==> src/rtl/demux_tdm.sv <==
// Four-lane TDM serial demultiplexer: routes each accepted bit round-robin to a lane
// shift register and presents completed MSB-first words with a one-cycle valid pulse.
module demux_tdm #(
    parameter int unsigned WIDTH = 8
) (
    input  logic             clk,
    input  logic             rst_n,
    input  logic             din,
    input  logic             din_valid,
    input  logic             frame_sync,
    input  logic             err_clr,
    output logic [WIDTH-1:0] dout0,
    output logic [WIDTH-1:0] dout1,
    output logic [WIDTH-1:0] dout2,
    output logic [WIDTH-1:0] dout3,
    output logic             vld0,
    output logic             vld1,
    output logic             vld2,
    output logic             vld3,
    output logic [1:0]       slot,
    output logic             sync_err
);

    localparam int unsigned CW = $clog2(WIDTH);
    // The final bit of a word goes straight into dout, so only WIDTH-1 bits are stored.
    localparam int unsigned SW = WIDTH - 1;
    localparam logic [CW-1:0] LAST = CW'(WIDTH - 1);

    logic [1:0]       slot_q, slot_d;
    logic [SW-1:0]    sr_q   [4];
    logic [SW-1:0]    sr_d   [4];
    logic [CW-1:0]    cnt_q  [4];
    logic [CW-1:0]    cnt_d  [4];
    logic [WIDTH-1:0] dout_q [4];
    logic [WIDTH-1:0] dout_d [4];
    logic [3:0]       vld_q, vld_d;
    logic             err_q, err_d;

    logic             misalign;
    logic [WIDTH-1:0] shifted;

    always_comb begin
        slot_d   = slot_q;
        sr_d     = sr_q;
        cnt_d    = cnt_q;
        dout_d   = dout_q;
        vld_d    = '0;
        err_d    = err_q;
        misalign = din_valid && frame_sync && (slot_q != 2'd0);
        shifted  = {sr_q[slot_q], din};

        if (misalign) begin
            // Realign: drop every partial word and restart the frame on this bit.
            for (int i = 0; i < 4; i++) begin
                sr_d[i]  = '0;
                cnt_d[i] = '0;
            end
            sr_d[0]  = SW'(din);
            cnt_d[0] = CW'(1);
            slot_d   = 2'd1;
        end else if (din_valid) begin
            sr_d[slot_q] = shifted[SW-1:0];
            if (cnt_q[slot_q] == LAST) begin
                dout_d[slot_q] = shifted;
                vld_d[slot_q]  = 1'b1;
                cnt_d[slot_q]  = '0;
            end else begin
                cnt_d[slot_q] = cnt_q[slot_q] + CW'(1);
            end
            slot_d = slot_q + 2'd1;
        end

        if (misalign) begin
            err_d = 1'b1;
        end else if (err_clr) begin
            err_d = 1'b0;
        end
    end

    always_ff @(posedge clk or negedge rst_n) begin
        if (!rst_n) begin
            slot_q <= '0;
            vld_q  <= '0;
            err_q  <= 1'b0;
            for (int i = 0; i < 4; i++) begin
                sr_q[i]   <= '0;
                cnt_q[i]  <= '0;
                dout_q[i] <= '0;
            end
        end else begin
            slot_q <= slot_d;
            vld_q  <= vld_d;
            err_q  <= err_d;
            for (int i = 0; i < 4; i++) begin
                sr_q[i]   <= sr_d[i];
                cnt_q[i]  <= cnt_d[i];
                dout_q[i] <= dout_d[i];
            end
        end
    end

    assign dout0    = dout_q[0];
    assign dout1    = dout_q[1];
    assign dout2    = dout_q[2];
    assign dout3    = dout_q[3];
    assign vld0     = vld_q[0];
    assign vld1     = vld_q[1];
    assign vld2     = vld_q[2];
    assign vld3     = vld_q[3];
    assign slot     = slot_q;
    assign sync_err = err_q;

endmodule

==> config.mk <==
export PLATFORM = sky130hd
export DESIGN_NAME = demux_tdm
export DESIGN_NICKNAME = d
export VERILOG_FILES = /design/src/rtl/demux_tdm.sv
export SDC_FILE = /design/constraint.sdc
export NUM_CORES = 1
export LEC_CHECK = 0
export CAP_MARGIN = 15
export CELL_PAD_IN_SITES_DETAIL_PLACEMENT = 1
export CELL_PAD_IN_SITES_GLOBAL_PLACEMENT = 2
export CORE_MARGIN = 2
export CORE_UTILIZATION = 42
export DETAILED_ROUTE_END_ITERATION = 6
export GPL_TIMING_DRIVEN = 0
export HOLD_SLACK_MARGIN = 0.06
export PLACE_DENSITY_LB_ADDON = 0.15
export SLEW_MARGIN = 10
export SYNTH_ARGS = -nofsm -noshare
export SYNTH_HDL_FRONTEND = slang
export SYNTH_SLANG_ARGS = --single-unit
==> constraint.sdc <==
create_clock -name clk -period 6.7 [get_ports clk]
set_input_delay 1.675 -clock clk [delete_from_list [all_inputs] [get_ports clk]]
set_output_delay 1.675 -clock clk [all_outputs]
set_load 0.005 [all_outputs]
==> run_results.csv <==
group,metric,value,unit
status,outcome,"finished, final reports clean",
detailed_routing,drt-total-wl,7790,microns
global_routing,grt_overflow,0,
final_layout,seq_area,1980,sq um
setup_path,path_cells,"clkdlybuf4s50_1 -> nor2b_2 -> o21ai_1 -> a22o_1",
final_layout,fill_cells,812,
setup_path,crit_type,"in -> reg",
detailed_routing,drt-vias-per-instance,5.52,
detailed_routing,initialDrtViolationCount,60,
detailed_routing,ant_nets,0,
sta,setup-tns-final,0,ns
synthesis,ys_ff_latch,79,
sta,finalHoldViolCount,0,
min_path,hold_path.class,"reg -> reg",
die,chipWidth,94.5,microns
sta,drv_slew,0,
pwr,power_density,290,nW/um^2
synthesis,avgSynthCellArea,15.1,sq um
pwr,total_power,1.23,mW
clock_network,cts_setup_buffers,0,
final_layout,nets,297,
clock_network,path_clk_slew,0.09,ns
clock_network,cts_resized,0,
global_routing,grt.total_usage,19.5,%
sta,finalCritPeriodShare,48.8,%
sta,finalHoldWorstSlack,0.498,ns
pwr,p_leak,2.04,nW
min_path,holdPathEnd,"sync_err$_DFFE_PN0P_",
final_layout,final_cell_mix,"dfrtp_1 (79), clkdlybuf4s50_1 (43), mux2_2 (35)",
synthesis,yosys.area.top_type_share,57.5,%
die,start_util,42.5,%
final_layout,fin_util,52.5,%
setup_path,ff2ff_setup_slack,4.04,ns
detailed_routing,drc_errors,0,
min_path,hold_depth,1,
final_layout,syn_to_final_growth,23.5,%
final_layout,diodes,0,
placement,gp_congestion,0.726,
global_routing,grt_pass1_wl,12700,microns
detailed_routing,wl_per_cell,19.8,microns
placement,io_buffers,44,
detailed_routing,drtPass1Iterations,4,
clock_network,hold_buffers,0,
sta,clock.fmax,306,MHz
final_layout,final_common_cell,"dfrtp_1",
synthesis,seq_area_frac_synth,57.5,%
final_layout,multiInputGateArea,1370,sq um
clock_network,cts_max_path_buffers,2,
setup_path,slowest_delay,0.82,ns
sta,relSlewSlack,30.3,%
synthesis,syn_nets,241,
setup_path,timing.rr.start,"slot[1]$_DFFE_PN0P_",
setup_path,cp.arrival,3.56,ns
pwr,peakVddDrop,0.120,mV
synthesis,synth_warnings,0,
setup_path,worstRegToRegCells,8,
sta,fin_crit,3.27,ns
clock_network,cts_tree,"built",
synthesis,synth_area,3440,sq um
detailed_routing,vias,2173,
setup_path,crit_fanout,10,
sta,finalSetupViolations,0,
placement,pre_cts_slack,3.04,ns
synthesis,yosys-top-cells-area,"dfrtp_1 (57%), mux2_2 (11%), a22o_1 (6.9%)",
min_path,hold_start,"sync_err$_DFFE_PN0P_",
final_layout,layout-drive-gt1-share,29.1,%
placement,dpl.hpwl,5060,microns
flow_run,drv_cap,0,
sta,finalClockSkew,0.00830,ns
synthesis,yosysTopAreaCell,"dfrtp_1",
setup_path,r2r-end,"dout0[0]$_DFFE_PN0P_",
clock_network,clkSinkCount,79,
sta,rsz0062_at_grt,"false",
global_routing,grt_pass1_vias,2319,
sta,setup_slack,3.43,ns
setup_path,endpoint_kind,"flip-flop",
sta,tightestPinTransition,1.04,ns
setup_path,critPathSlowestCell,"o21ai_1",
synthesis,synth_cells,228,
die,ios,45,
die,dieArea,8930,sq um
clock_network,htree_num_levels,3,
die,fp.dieH,94.5,microns
clock_network,cts_root_buf,"clkbuf_8",
die,fp-row-count,33,
clock_network,cts_buffers,9,
setup_path,start_kind,"input pin",
clock_network,clk_latency,0.35,ns
synthesis,synth_cell_types,32,
die,core_area,8090,sq um
setup_path,cp_data_required_time,6.99,ns
global_routing,grt_max_degree,47,
global_routing,grt_antenna_before_repair,0,
## metrics by stage
step / cell area (sq um) / cells
3_5_place_dp: 4040 / 378
2_1_floorplan: 3440 / 228
5_1_grt: 4250 / 394
4_1_cts: 4250 / 394
6_report: 4250 / 394
3_3_place_gp: 4010 / 377
## report_power, final
part	internal (mW)	switching, mW	total (mW)
Combinational	0.130	0.174	0.304
Clock	0.179	0.196	0.375
Sequential	0.524	0.0296	0.554
## cells by family (layout without fill, tap and decap cells)
logic type	Yosys count	count (layout)	synth area share, %
compound gates	45	45	12.0
fa+ha+maj	7	7	2.55
buf+inv	18	79	2.87
mux	51	51	19.4
flops	79	79	57.5
simple gates	28	28	5.71
## area by class of cell
class / instances / share of cell area (%)
Buffer: 10 / 1.62
Clock buffer: 9 / 2.92
Clock inverter: 7 / 2.06
Inverter: 8 / 0.707
Multi-Input combinational cell: 131 / 32.1
Sequential cell: 79 / 46.5
Tap cell: 105 / 3.09
Timing Repair Buffer: 45 / 11.0
## metal layers
metal,up-vias,GRT usage [%],share of wire (%)
met1,1153,26.7,46
met3,12,3.35,3.2
li1,967,-,-
met5,-,0,0
met4,0,7.73,1.7
met2,41,31.2,49
## registers in the layout, indices dropped and copies added, names as in the netlist
name and count:
dout1 8, sr_q 28, dout2 8, sync_err 1, slot 2, vld_q 4
dout0 8, dout3 8, cnt_q 12
## worst max path at each step
stage / start / to / slack [ns] / cells after the start
after global routing: frame_sync / cnt_q[2]$_DFFE_PN0P_ / 3.38 / 4
after CTS: frame_sync / sr_q[6]$_DFFE_PN0P_ / 3.45 / 4
after global placement: rst_n / vld_q[0]$_DFF_PN0_ / 1.11 / 1
after floorplan: din_valid / cnt_q[2]$_DFFE_PN0P_ / 4.09 / 4
final: frame_sync / sr_q[6]$_DFFE_PN0P_ / 3.43 / 4
after detailed placement: frame_sync / sr_q[6]$_DFFE_PN0P_ / 3.04 / 4
## cell usage after synthesis, drive strengths merged
library cell and count:
mux4 9, mux2 35, nand4 3, o21ai 5, ha 7, a22oi 1, and2 1, a22o 31
mux2i 7, a21o 1, nand2 5, a21oi 1, o2bb2ai 3, nor2 6, o21a 1, nand2b 1
inv 8, dfrtp 79, nand3 5, and3 1, nor2b 5, clkbuf 1, buf 9, a2111oi 2
and3b 1
## worst max-delay path: cells and delay by family
kind / cells / cell delay [ns]
buffers and inverters: 1 / 0.53
AO/OA/AOI/OAI: 2 / 1.10
AND/OR/NAND/NOR: 1 / 0.26
Power figures use the tool's default switching activity.
